===== src/rtl/regfile_read_arbiter_pkg.sv =====
// Shared register-file constants for the read-port arbiter and its requesters.
// Pure definitions; no logic, no latency.
package regfile_read_arbiter_pkg;

    localparam int          REG_ADDR_W  = 5;
    localparam int          REG_DATA_W  = 32;
    localparam logic [4:0]  REG_ZERO    = 5'd0;

    localparam int          NUM_REQ_DEF = 4;
    localparam int          ID_W_DEF    = 2;

endpackage


===== src/rtl/regfile_read_arbiter_if.sv =====
// Requester/read-mux/write-port bundle between the arbiter and its environment.
// Wires only; master drives requests and mux data, slave is the arbiter.
interface regfile_read_arbiter_if #(
    parameter int NUM_REQ = 4,
    parameter int DATA_W  = 32,
    parameter int ADDR_W  = 5,
    parameter int ID_W    = 2
);

    logic [NUM_REQ-1:0]        req;
    logic [NUM_REQ*ADDR_W-1:0] addr;
    logic [NUM_REQ-1:0]        gnt;
    logic [ADDR_W-1:0]         sel;
    logic [DATA_W-1:0]         mux_data;
    logic                      wr_en;
    logic [ADDR_W-1:0]         wr_addr;
    logic [DATA_W-1:0]         wr_data;
    logic [DATA_W-1:0]         rdata;
    logic                      rvalid;
    logic [ID_W-1:0]           rid;

    modport master (
        output req, addr, mux_data, wr_en, wr_addr, wr_data,
        input  gnt, sel, rdata, rvalid, rid
    );

    modport slave (
        input  req, addr, mux_data, wr_en, wr_addr, wr_data,
        output gnt, sel, rdata, rvalid, rid
    );

endinterface


===== src/rtl/regfile_read_arbiter_rr_arbiter.sv =====
// Round-robin pick: first requester at or after ptr (wrapping), one-hot grant.
// Purely combinational, zero latency; an empty request vector gives no grant.
module rr_arbiter #(
    parameter int NUM_REQ = 4,
    parameter int ID_W    = 2
) (
    input  logic [NUM_REQ-1:0] req_i,
    input  logic [ID_W-1:0]    ptr_i,
    output logic [NUM_REQ-1:0] gnt_o,
    output logic [ID_W-1:0]    idx_o,
    output logic               any_o
);

    logic            found;
    logic [ID_W:0]   cand;

    always_comb begin
        gnt_o = '0;
        idx_o = '0;
        found = 1'b0;
        cand  = '0;
        for (int k = 0; k < NUM_REQ; k++) begin
            // One extra bit so ptr+k never overflows before the modulo wrap.
            cand = {1'b0, ptr_i} + (ID_W+1)'(k);
            if (cand >= (ID_W+1)'(NUM_REQ)) begin
                cand = cand - (ID_W+1)'(NUM_REQ);
            end
            for (int i = 0; i < NUM_REQ; i++) begin
                if (!found && req_i[i] && (cand == (ID_W+1)'(i))) begin
                    found    = 1'b1;
                    gnt_o[i] = 1'b1;
                    idx_o    = ID_W'(i);
                end
            end
        end
        any_o = found;
    end

endmodule


===== src/rtl/regfile_read_arbiter.sv =====
// Shares one register-file read mux among NUM_REQ requesters: same-cycle grant/sel,
// result one cycle later with write forwarding; no backpressure, requesters hold until granted.
module regfile_read_arbiter
    import regfile_read_arbiter_pkg::*;
#(
    parameter int NUM_REQ = NUM_REQ_DEF,
    parameter int DATA_W  = REG_DATA_W,
    parameter int ADDR_W  = REG_ADDR_W,
    parameter int ID_W    = ID_W_DEF
) (
    input  logic                   clk,
    input  logic                   reset,
    regfile_read_arbiter_if.slave  bus
);

    logic [NUM_REQ-1:0] req_eff;
    logic [NUM_REQ-1:0] win_gnt;
    logic [ID_W-1:0]    win_idx;
    logic               win_any;
    logic [ADDR_W-1:0]  sel;
    logic               fwd;

    logic [ID_W-1:0]    ptr_q,    ptr_d;
    logic [DATA_W-1:0]  rdata_q,  rdata_d;
    logic               rvalid_q, rvalid_d;
    logic [ID_W-1:0]    rid_q,    rid_d;

    // Masking requests during reset keeps gnt and sel quiet in the reset cycle.
    always_comb begin
        req_eff = reset ? '0 : bus.req;
    end

    rr_arbiter #(
        .NUM_REQ (NUM_REQ),
        .ID_W    (ID_W)
    ) u_rr_arbiter (
        .req_i (req_eff),
        .ptr_i (ptr_q),
        .gnt_o (win_gnt),
        .idx_o (win_idx),
        .any_o (win_any)
    );

    always_comb begin
        sel = '0;
        for (int i = 0; i < NUM_REQ; i++) begin
            if (win_gnt[i]) begin
                sel = bus.addr[i*ADDR_W +: ADDR_W];
            end
        end
    end

    // R0 is hard-wired, so a write aimed at it must never be forwarded.
    always_comb begin
        fwd = bus.wr_en && (bus.wr_addr == sel) && (sel != ADDR_W'(REG_ZERO));
    end

    always_comb begin
        ptr_d    = ptr_q;
        rdata_d  = rdata_q;
        rid_d    = rid_q;
        rvalid_d = win_any;
        if (win_any) begin
            ptr_d   = (win_idx == ID_W'(NUM_REQ-1)) ? '0 : win_idx + ID_W'(1);
            rdata_d = fwd ? bus.wr_data : bus.mux_data;
            rid_d   = win_idx;
        end
    end

    always_ff @(posedge clk) begin
        if (reset) begin
            ptr_q    <= '0;
            rdata_q  <= '0;
            rvalid_q <= 1'b0;
            rid_q    <= '0;
        end else begin
            ptr_q    <= ptr_d;
            rdata_q  <= rdata_d;
            rvalid_q <= rvalid_d;
            rid_q    <= rid_d;
        end
    end

    assign bus.gnt    = win_gnt;
    assign bus.sel    = sel;
    assign bus.rdata  = rdata_q;
    assign bus.rvalid = rvalid_q;
    assign bus.rid    = rid_q;

endmodule

===== src/flat_wrapper.sv =====
// flat-port wrapper written by rule: the top's interface ports become plain ports
module regfile_read_arbiter_flat import regfile_read_arbiter_pkg::*;
#(
    parameter int NUM_REQ = NUM_REQ_DEF,
    parameter int DATA_W  = REG_DATA_W,
    parameter int ADDR_W  = REG_ADDR_W,
    parameter int ID_W    = ID_W_DEF
)
  (clk, reset, bus_req, bus_addr, bus_mux_data, bus_wr_en, bus_wr_addr, bus_wr_data, bus_gnt, bus_sel, bus_rdata, bus_rvalid, bus_rid);
  regfile_read_arbiter_if #(.NUM_REQ(NUM_REQ), .DATA_W(DATA_W), .ADDR_W(ADDR_W), .ID_W(ID_W)) bus_i ();
  input  logic clk;
  input  logic reset;
  input wire logic [$bits(bus_i.req)-1:0] bus_req;
  input wire logic [$bits(bus_i.addr)-1:0] bus_addr;
  input wire logic [$bits(bus_i.mux_data)-1:0] bus_mux_data;
  input wire logic [$bits(bus_i.wr_en)-1:0] bus_wr_en;
  input wire logic [$bits(bus_i.wr_addr)-1:0] bus_wr_addr;
  input wire logic [$bits(bus_i.wr_data)-1:0] bus_wr_data;
  output wire logic [$bits(bus_i.gnt)-1:0] bus_gnt;
  output wire logic [$bits(bus_i.sel)-1:0] bus_sel;
  output wire logic [$bits(bus_i.rdata)-1:0] bus_rdata;
  output wire logic [$bits(bus_i.rvalid)-1:0] bus_rvalid;
  output wire logic [$bits(bus_i.rid)-1:0] bus_rid;
  assign bus_i.req = bus_req;
  assign bus_i.addr = bus_addr;
  assign bus_i.mux_data = bus_mux_data;
  assign bus_i.wr_en = bus_wr_en;
  assign bus_i.wr_addr = bus_wr_addr;
  assign bus_i.wr_data = bus_wr_data;
  assign bus_gnt = bus_i.gnt;
  assign bus_sel = bus_i.sel;
  assign bus_rdata = bus_i.rdata;
  assign bus_rvalid = bus_i.rvalid;
  assign bus_rid = bus_i.rid;
  regfile_read_arbiter #(.NUM_REQ(NUM_REQ), .DATA_W(DATA_W), .ADDR_W(ADDR_W), .ID_W(ID_W)) u_core (.clk(clk), .reset(reset), .bus(bus_i));
endmodule

===== config.mk =====
export PLATFORM = sky130hd
export DESIGN_NAME = regfile_read_arbiter_flat
export DESIGN_NICKNAME = d
export VERILOG_FILES = /design/src/rtl/regfile_read_arbiter_pkg.sv /design/src/rtl/regfile_read_arbiter_if.sv /design/src/rtl/regfile_read_arbiter_rr_arbiter.sv /design/src/rtl/regfile_read_arbiter.sv /design/src/flat_wrapper.sv
export SDC_FILE = /design/constraint.sdc
export NUM_CORES = 1
export LEC_CHECK = 0
export ABC_AREA = 1
export CAP_MARGIN = 20
export CORE_MARGIN = 2
export CORE_UTILIZATION = 55
export CTS_BUF_LIST = sky130_fd_sc_hd__clkbuf_4
export DETAILED_ROUTE_END_ITERATION = 8
export DONT_BUFFER_PORTS = 1
export PLACE_DENSITY = 0.81
export RECOVER_POWER = 100
export SLEW_MARGIN = 5
export SYNTH_ARGS = -nofsm -noshare
export SYNTH_HDL_FRONTEND = slang
export SYNTH_SLANG_ARGS = --single-unit

===== constraint.sdc =====
create_clock -name clk -period 3.01 [get_ports clk]
set_clock_uncertainty 0.05 [all_clocks]
set_input_delay 0.602 -clock clk [delete_from_list [all_inputs] [get_ports clk]]
set_output_delay 0.602 -clock clk [all_outputs]
set_load 0.02 [all_outputs]

==> reports/results.ini, run 1 <==
[drt]
drc = 0
avgRoutedWirePerCell_um = 14.7
firstDrtPassIters = 4
drt-initial-drc-count = 114
vias = 2962
wirelength_um = 8210
antenna_left = 0
vias_per_cell = 5.31

[critical_path]
critPathMaxStageDelay_ns = 0.41
critPathSlowestCell = dfxtp_4
crit_required_ns = 2.36
r2r_setup_slack_ns = -0.05
cp.arrival_ns = 2.44
rr_worst_depth = 22
cp_max_fo = 8
cp-end-kind = output pin
worst_setup_path_start_kind = flop
path_cells = nand2_4 > inv_4 > nand2_4 > inv_2 > nor2_4 > nand3_2 > nor2_4 > nand4_4 > nor2_4 > nand4_1 > nand2_4 > nand2_1 > nand2_1 > inv_2 > nand2_2 > buf_6
critPathKind = flop to output pin

[sta]
worstMarginPinSlew_ns = 0.268
finalWorstSetupSlack_ns = -0.0797
finalCritPeriodShare = 1.03
clock.fmax_ghz = 0.324
finalHoldViolations = 0
rsz0062_at_grt = true
drv_slew = 0
min_period_ns = 3.09
fin_tns_setup_ns = -0.853
slew_headroom = 0.820
setup_viol = 32
fin_hold_ws_ns = 0.253

[power_and_ir_drop]
power_leakage_nw = 1.94
comb_power_share = 0.585
internal-power_mw = 1.54
p_switching_mw = 1.77
swShare = 0.534
clockPowerShare = 0.078
pwr-share-seq = 0.337
power.density_mw_per_mm2 = 983
ir_worst_vdd_uv = 886

[hold_path]
holdPathStages = 1
hold_path.class = primary input to flop

[synthesis]
ys_seq_area_frac = 0.273
synth.ff_latch_count = 37
avgSynthCellArea_um2 = 5.92
synth-edff-count = 0
synth_top_area_cell = dfxtp_1
synthDominantCellAreaShare = 0.273
yosysWarnings = 0
synth_cell_types = 26
synth.cell_area_mm2 = 0.00272
synth_area_leaders = dfxtp_1 (27%), nand2_1 (21%), nand3_1 (15%), inv_1 (13%), nand3_2 (2.9%)
synth_fp_nets = 555
synth_cells = 459
yosys_most_used_dff = dfxtp_1
async_reset_ff_frac = 0

[layout]
instances_no_fill = 558
final_area_mm2 = 0.00337
syn2layout_area_growth_pct = 24.0
drive_gt1_frac = 0.269
diodes = 0
fillers = 421
multi_input_area_mm2 = 0.00173
nets = 587
register_area_um2 = 748

[floorplanning]
core_region_area_mm2 = 0.00475
core.rowCount = 25
die_area_mm2 = 0.00552
die_h_um = 74.3
die_w_um = 74.3
top_level_ports = 140
start_util = 0.571

[cts]
htreeDepth = 2
cts_buffer_depth = 2
cts_tree = built
root_buffer = clkbuf_4
cts_inserted_buffers = 5
cts.clk_slew.worst_paths_ns = 0.13
clock_sinks = 37
clock_latency_ns = 0.34

[job]
max-cap-violations = 0

[grt]
overflow = 0
antenna_found_initial = 0
grt_use_total = 0.260
grt_pass1_vias = 2626
grt_first_pass_wirelength_um = 11200
grt_max_degree = 33

[status]
status = finished with violations
violations = setup timing

[placement]
dpl_cell_area_mm2 = 0.00289
portBuffers = 0
globalplace.congestion = 0.939
dpl.cell_count = 532
hpwl_um = 5510

==> cells in the mapped netlist (2+ instances only) <==
cell type    n
inv_1       92
inv_2        7
nor2_4       7
nand4_1     11
buf_6        7
nand2_2      8
nor3_1       2
dfxtp_1     37
nand3_1     84
nand2_4      2
clkbuf_1     6
nand2_1    154
nand4_2      2
nor2_2       6
buf_2        3
nand3_2      8
nor2_1      14
==> final timing paths <==
check | to | startpoint
worst max-delay path | bus_sel[0] | u_core.ptr_q[0]
worst min-delay path | u_core.ptr_q[0] | reset
worst min register to register | u_core.bus.rdata[5] | u_core.bus.rdata[5]
worst max register to register | u_core.bus.rdata[12] | u_core.ptr_q[0]
==> cells in the final DEF, fill, tap and decap left out, types with 2 or more instances in the layout <==
cell      netlist  layout
nand3_4         0       2
dfxtp_4         0       2
buf_4           0      33
nand2_2         8      14
buf_12          0       3
nand2_4         2      10
inv_4           0       2
dfxtp_1        37      35
nor2_2          6       6
nand4_1        11      11
nand3_2         8      26
buf_6           7       3
nand3_1        84      64
nor2_4          7      11
nand2_1       154     140
clkinv_1        1       2
inv_2           7       8
nor2_1         14      10
inv_1          92      89
nor3_1          2       2
clkbuf_4        0       5
==> per-layer routing <==
layer	track usage	part of all wire	routed length, µm	vias to the layer above
met2	0.457	0.50	4100	158
li1	-	-	-	1465
met3	0.0664	0.095	781	19
met5	0	0	0	-
met1	0.300	0.38	3120	1320
met4	0.105	0.025	209	0
==> power groups by stage <==
stage,logic (mW),registers (mW),clock network (mW)
finish,1.94,1.12,0.258
global route,2.10,1.14,0.287
CTS,1.71,1.10,0.265
detailed placement,1.51,1.09,0
global placement,1.49,1.09,0
floorplan,1.14,1.05,0
==> metrics by stage <==
stage	setup WS (ns)	power, mW	util
6_report	-0.0797	3.31	0.709
5_1_grt	-0.230	3.53	0.709
4_1_cts	0.00409	3.07	0.657
3_5_place_dp	-0.0277	2.61	0.608
3_3_place_gp	0.0281	2.58	0.608
2_1_floorplan	0.0153	2.18	-
==> final cells by class <==
cell class	instances	share of cell area
Clock buffer	5	0.0111
Clock inverter	2	0.00334
Inverter	100	0.113
Multi-Input combinational cell	306	0.512
Sequential cell	37	0.222
Tap cell	67	0.0249
Timing Repair Buffer	41	0.113
==> state kept, by name, summed over array words and instances, names as in the netlist <==
name	flops
u_core.bus.rid	2
u_core.ptr_q	2
u_core.bus.rvalid	1
u_core.bus.rdata	32
==> worst max-delay path, delay by kind of cell (launching register included) <==
family / cells / cell delay (ns)
AND/OR/NAND/NOR: 12 / 1.43
buffers and inverters: 4 / 0.26
flip-flops: 1 / 0.41
==> cells by family after synthesis <==
kind of cell / share of synthesized area
AND/OR/NAND/NOR: 0.526
AO/OA/AOI/OAI: 0.0198
buffers and inverters: 0.181
flip-flops: 0.273
==> timing repair <==
item                                    CTS  global route
buffers inserted                         13             4
hold endpoints to repair                  0             0
resized for setup                        27            40
gates cloned                              0             2
pin swaps                                14            24
hold buffers                              0             0
endpoints found under the setup margin    5            38
Power figures use the tool's default switching activity.
==> run 2, diff against run 1 <==
--- a/config.mk
+++ b/config.mk
@@ -12,6 +12,7 @@
 export CTS_BUF_LIST = sky130_fd_sc_hd__clkbuf_4
 export DETAILED_ROUTE_END_ITERATION = 8
 export DONT_BUFFER_PORTS = 1
+export GPL_ROUTABILITY_DRIVEN = 0
 export PLACE_DENSITY = 0.81
 export RECOVER_POWER = 100
 export SLEW_MARGIN = 5
==> run 2 against run 1 <==
Effect of this change:
- the flow still finishes with violations (setup timing)
- clock power is essentially flat
- global-route usage grew 0.38 points
- sequential cell count did not move
- wire length up 12%
- non-clock buffer count grew 15
- critical path depth stayed put
- critical endpoint is now bus_sel[4]
==> reports/results.ini, run 2 (synthesized netlist as in run 1, its figures left out) <==
[placement]
portBuffers = 0  ; unchanged
hpwl_um = 5330  ; -3.2%

[floorplanning]
core.rowCount = 25  ; unchanged
die_area_mm2 = 0.00552  ; unchanged
top_level_ports = 140  ; unchanged
start_util = 0.571  ; unchanged
die_w_um = 74.3  ; unchanged
die_h_um = 74.3  ; unchanged
core_region_area_mm2 = 0.00475  ; unchanged

[cts]
root_buffer = clkbuf_4
cts_buffer_depth = 2  ; unchanged
holdBufCountCts = 0  ; unchanged
cts_tree = built
cts_inserted_buffers = 5  ; unchanged
clock_latency_ns = 0.34  ; about the same
htreeDepth = 2  ; unchanged
clock_sinks = 37  ; unchanged
cts.clk_slew.worst_paths_ns = 0.12  ; about the same

[power_and_ir_drop]
ir_worst_vdd_uv = 837  ; -5.5%
power_leakage_nw = 2.05  ; +5.7%
power.density_mw_per_mm2 = 1010  ; +3.0%
power_mw = 3.68  ; +11%

[layout]
register_area_um2 = 748  ; unchanged
largest_reg_flops = 32  ; unchanged
diodes = 0  ; unchanged
nets = 603  ; +2.7%
syn2layout_area_growth_pct = 33.8
final_cell_mix = nand2_1 (129), inv_1 (87), nand3_1 (75)
final_common_cell = nand2_1
fillers = 352  ; -16%
drive_gt1_frac = 0.298  ; +0.0290
multi_input_area_mm2 = 0.00179  ; +3.7%

[critical_path]
crit_required_ns = 2.36  ; about the same
cp-end-kind = output pin
worst_setup_path_start_kind = flop
critPathKind = flop to output pin
cp.arrival_ns = 2.50  ; +0.06 ns
critPathMaxStageDelay_ns = 0.40  ; about the same
path_cells = inv_2 > nor2_4 > nand2_4 > nand2_4 > nor2_4 > nand3_2 > nor2_4 > nand4_4 > nor2_4 > nand4_1 > nand2_2 > buf_4 > nand2_2 > nand3_4 > nand2_4 > inv_4
cp_max_fo = 5  ; -3
critPathSlowestCell = dfxtp_4
cpMostUsedCell = nor2_4

[sta]
finalWorstSetupSlack_ns = -0.147  ; -0.0670 ns
finalCritPeriodShare = 1.05  ; +0.0222
worstMarginPinSlew_ns = 0.299  ; +0.0307 ns
min_period_ns = 3.16  ; +0.0670 ns
rsz0062_at_grt = true
finalHoldViolations = 0  ; unchanged
slew_headroom = 0.800  ; -0.0201
clock.fmax_ghz = 0.317  ; -2.1%
fin_hold_ws_ns = 0.258  ; +0.00476 ns
setup_viol = 38  ; +19%
drv_slew = 0  ; unchanged

[grt]
grt_use_total = 0.263  ; +0.00378
overflow = 0  ; unchanged
antenna_found_initial = 0  ; unchanged
grt_first_pass_wirelength_um = 11400  ; +1.4%
grt_max_degree = 33  ; unchanged
grt_pass1_vias = 2640  ; +0.53%

[drt]
firstDrtPassIters = 6  ; +2
drt-initial-drc-count = 182  ; +60%
vias_per_cell = 5.59  ; +5.3%
drc = 0  ; unchanged
vias = 3208  ; +8.3%
avgRoutedWirePerCell_um = 16.0  ; +9.1%
wirelength_um = 9210  ; +12%
antenna_left = 0  ; unchanged

[hold_path]
hold_path.class = primary input to flop

[status]
status = finished with violations
violations = setup timing

[job]
max-cap-violations = 0  ; unchanged

run 2: cell types whose count changed in the layout (fill, tap and decap cells not counted), sizes merged:
cell / before / now
buf: 40 / 51
nand2: 164 / 165
clkbuf: 6 / 10
run 2: path summary, 6_finish.rpt:
kind	slack, ns	endpoint	cells past startpoint	from
max	-0.15	bus_sel[4]	16	u_core.ptr_q[1]
min	0.26	u_core.bus.rid[0]	1	reset
max reg2reg	-0.10	u_core.bus.rdata[5]	23	u_core.ptr_q[1]
min reg2reg	0.51	u_core.bus.rdata[11]	2	u_core.bus.rdata[11]
run 2: through the flow:
stage | setup TNS, ns | cells | cell area [µm²] | util | setup slack (ns)
finish | -2.45 | 574 | 3630 | 0.764 | -0.147
global route | -8.03 | 574 | 3630 | 0.764 | -0.246
CTS | -0.0134 | 551 | 3090 | 0.650 | -0.00962
detailed placement | -1.72 | 530 | 2870 | 0.604 | -0.0767
global placement | 0 | 530 | 2870 | 0.604 | 0.0219
floorplan | 0 | 459 | 2720 | - | 0.0153
run 2: final cells by class:
cell class / instances / share of cell area
multi-input cells: 307 / 0.493
clock buffers: 5 / 0.0103
clock inverters: 2 / 0.00310
inverters: 100 / 0.107
repair buffers: 56 / 0.158
well taps: 67 / 0.0231
flip-flops and latches: 37 / 0.206
run 2: worst max-delay path: cells and delay by family (launching register included):
family                 cells  cell delay (ns)
buffers and inverters      3             0.30
flip-flops                 1             0.40
AND/OR/NAND/NOR           13             1.43
run 2: timing repair:
item / CTS / global route
endpoints found under the setup margin: 5 / 39
pin swaps: 11 / 21
setup buffers: 13 / 16
cloned: 1 / 7
gates resized for setup: 21 / 67
run 2: metal layers:
layer	part of all wire	track usage	up-vias
met5	0	0	-
met2	0.50	0.484	243
met4	0.033	0.0952	0
li1	-	-	1505
met1	0.37	0.294	1426
met3	0.10	0.0650	34
run 2: report_power, final:
part,switching (mW),internal (mW),leakage (nW)
logic,1.35,0.961,1.71
clock network,0.174,0.0840,0.0247
registers,0.406,0.706,0.312
==> run 3, diff against run 2 <==
==> constraint.sdc (replaced) <==
create_clock -name clk -period 3.01 [get_ports clk]
set_clock_uncertainty 0.05 [all_clocks]
set_input_delay 0.602 -clock clk [delete_from_list [all_inputs] [get_ports clk]]
set_output_delay 0.602 -clock clk [all_outputs]
set_load 0.05 [all_outputs]
==> run 3 against run 2 <==
Effect of this change:
- first-iteration DRC count is 5.5% lower
- cell count grew 0.17%
- sequential power up 38%
- worst setup slack got worse by 0.093 ns
- non-clock buffer count up 2
- critical path type unchanged
- the flow still finishes with violations (setup timing)
- clock power is 3% lower
==> reports/results.ini, run 3 (synthesized netlist as in run 1, its figures left out) <==
[sta]
finalHoldViolations = 0  ; unchanged
finalWorstSetupSlack_ns = -0.239  ; -0.0928 ns
drv_slew = 0  ; unchanged
setup_viol = 38  ; unchanged
min_period_ns = 3.25  ; +0.0928 ns
rsz0062_at_grt = true
clock.fmax_ghz = 0.308  ; -2.9%
worstMarginPinSlew_ns = 0.567  ; +0.268 ns
finalCritPeriodShare = 1.08  ; +0.0308
slew_headroom = 0.622  ; -0.179

[drt]
drc = 0  ; unchanged
avgRoutedWirePerCell_um = 15.9  ; -0.86%
drt-initial-drc-count = 172  ; -5.5%
firstDrtPassIters = 4  ; -2
wirelength_um = 9140  ; -0.68%
vias = 3144  ; -2.0%
vias_per_cell = 5.47  ; -2.2%
antenna_left = 0  ; unchanged

[layout]
utilization = 0.769  ; +0.00447
final_common_cell = nand2_1
diodes = 0  ; unchanged
final_cell_mix = nand2_1 (125), inv_1 (86), nand3_1 (75)
nets = 604  ; +0.17%
final_area_mm2 = 0.00366  ; +0.59%
syn2layout_area_growth_pct = 34.6
drive_gt1_frac = 0.309  ; +0.0112
largest_reg_flops = 32  ; unchanged
fillers = 385  ; +9.4%

[power_and_ir_drop]
power.density_mw_per_mm2 = 1180  ; +17%
power_leakage_nw = 2.06  ; +0.43%
ir_worst_vdd_uv = 950  ; +13%

[floorplanning]
top_level_ports = 140  ; unchanged
core_region_area_mm2 = 0.00475  ; unchanged
core.rowCount = 25  ; unchanged
die_area_mm2 = 0.00552  ; unchanged
die_h_um = 74.3  ; unchanged
start_util = 0.571  ; unchanged
die_w_um = 74.3  ; unchanged

[hold_path]
hp-start = reset
hold_path.class = primary input to flop

[critical_path]
crit_required_ns = 2.36  ; about the same
cp_max_fo = 6  ; +1
cp.arrival_ns = 2.60  ; +0.10 ns
worstReg2RegStart = u_core.ptr_q[0]
worst_setup_path_start_kind = flop
cp-end-kind = output pin
critPathKind = flop to output pin
critical_path.startpoint = u_core.ptr_q[0]

[cts]
clock_sinks = 37  ; unchanged
htreeDepth = 2  ; unchanged
holdBufCountCts = 0  ; unchanged
cts.clk_slew.worst_paths_ns = 0.11  ; about the same
root_buffer = clkbuf_4
cts_buffer_depth = 2  ; unchanged
clock_latency_ns = 0.33  ; about the same
cts_inserted_buffers = 5  ; unchanged
cts_tree = built

[grt]
grt_max_degree = 34  ; +3.0%
grt-busiest-layer = met2
grt_use_met3 = 0.0705  ; +0.00542
use_met2 = 0.468  ; -0.0159
globalRouteMet1Util = 0.305  ; +0.0107
grt_use_total = 0.262  ; -0.00168
grt_pass1_vias = 2556  ; -3.2%
antenna_found_initial = 0  ; unchanged
grt_first_pass_wirelength_um = 11300  ; -0.72%
overflow = 0  ; unchanged

[job]
max-cap-violations = 0  ; unchanged

[placement]
hpwl_um = 5620  ; +5.3%
portBuffers = 0  ; unchanged
dpl_cell_area_mm2 = 0.00306  ; +6.6%

[status]
violations = setup timing
status = finished with violations

## run 3: cell count changes in the layout (fill, tap and decap cells not counted), moves of 2 or more
cell,delta
nand2_4,-3
buf_6,-4
buf_4,+2
buf_12,+3
nor2_2,+2
buf_8,+4
nor2_4,-2
clkbuf_16,-3
nand2_1,-4
nand2_2,+5
## run 3: per-stage QoR
| stage | hold slack, ns | power (mW) | instances | setup WS [ns] | TNS, ns |
|---|---|---|---|---|---|
| floorplan | 0.480 | 2.96 | 459 | -0.0564 | -1.71 |
| global placement | 0.515 | 3.35 | 534 | -0.000459 | -0.000459 |
| detailed placement | 0.525 | 3.41 | 534 | -0.157 | -4.70 |
| CTS | 0.264 | 3.95 | 560 | -0.0956 | -1.43 |
| global route | 0.252 | 4.53 | 575 | -0.363 | -12.05 |
| finish | 0.272 | 4.33 | 575 | -0.239 | -5.96 |
## run 3: worst paths after layout
path / to / depth (start not counted) / slack, ns
min: u_core.ptr_q[0] / 1 / 0.27
min reg2reg: u_core.ptr_q[0] / 2 / 0.50
max reg2reg: u_core.bus.rdata[16] / 24 / -0.19
max: bus_sel[2] / 15 / -0.24
## run 3: power by group
part / leakage (nW) / internal, mW / switching (mW) / total (mW)
clock: 0.0247 / 0.0841 / 0.166 / 0.250
combinational: 1.72 / 1.00 / 1.54 / 2.54
sequential: 0.312 / 0.703 / 0.830 / 1.53
total: 2.06 / 1.79 / 2.54 / 4.33
## run 3: cell type report
type | count | area (µm²) | share of cell area
inverters | 100 | 389 | 0.106
clock inverters | 2 | 11.3 | 0.00308
flip-flops and latches | 37 | 748 | 0.205
multi-input cells | 306 | 1800 | 0.491
repair buffers | 58 | 591 | 0.162
clock buffers | 5 | 37.5 | 0.0103
well taps | 67 | 83.8 | 0.0229
## run 3: critical path: stages, from the launching register on
cell and delay [ns]:
dfxtp_4 0.39, nand2_4 0.09, inv_6 0.05, nand2_4 0.08
nand3_2 0.10, nor2_4 0.18, nand3_1 0.12, nor2_2 0.16
nand4_1 0.15, nor2_2 0.21, nand4_4 0.15, nand2_8 0.13
buf_12 0.12, nand2_2 0.07, nand3_4 0.11, buf_8 0.15
## run 3: per-layer routing
layer | wire (µm) | share of wire
met1 | 3410 | 0.37
met2 | 4540 | 0.50
met4 | 318 | 0.035
met5 | 0 | 0
met3 | 871 | 0.095
## run 3: what timing repair did
item                       in CTS  in global routing
setup buffers                  19                 12
pin swaps                      18                 40
setup endpoints to repair      32                 39
gates cloned                    0                  3
resized for setup              26                 40
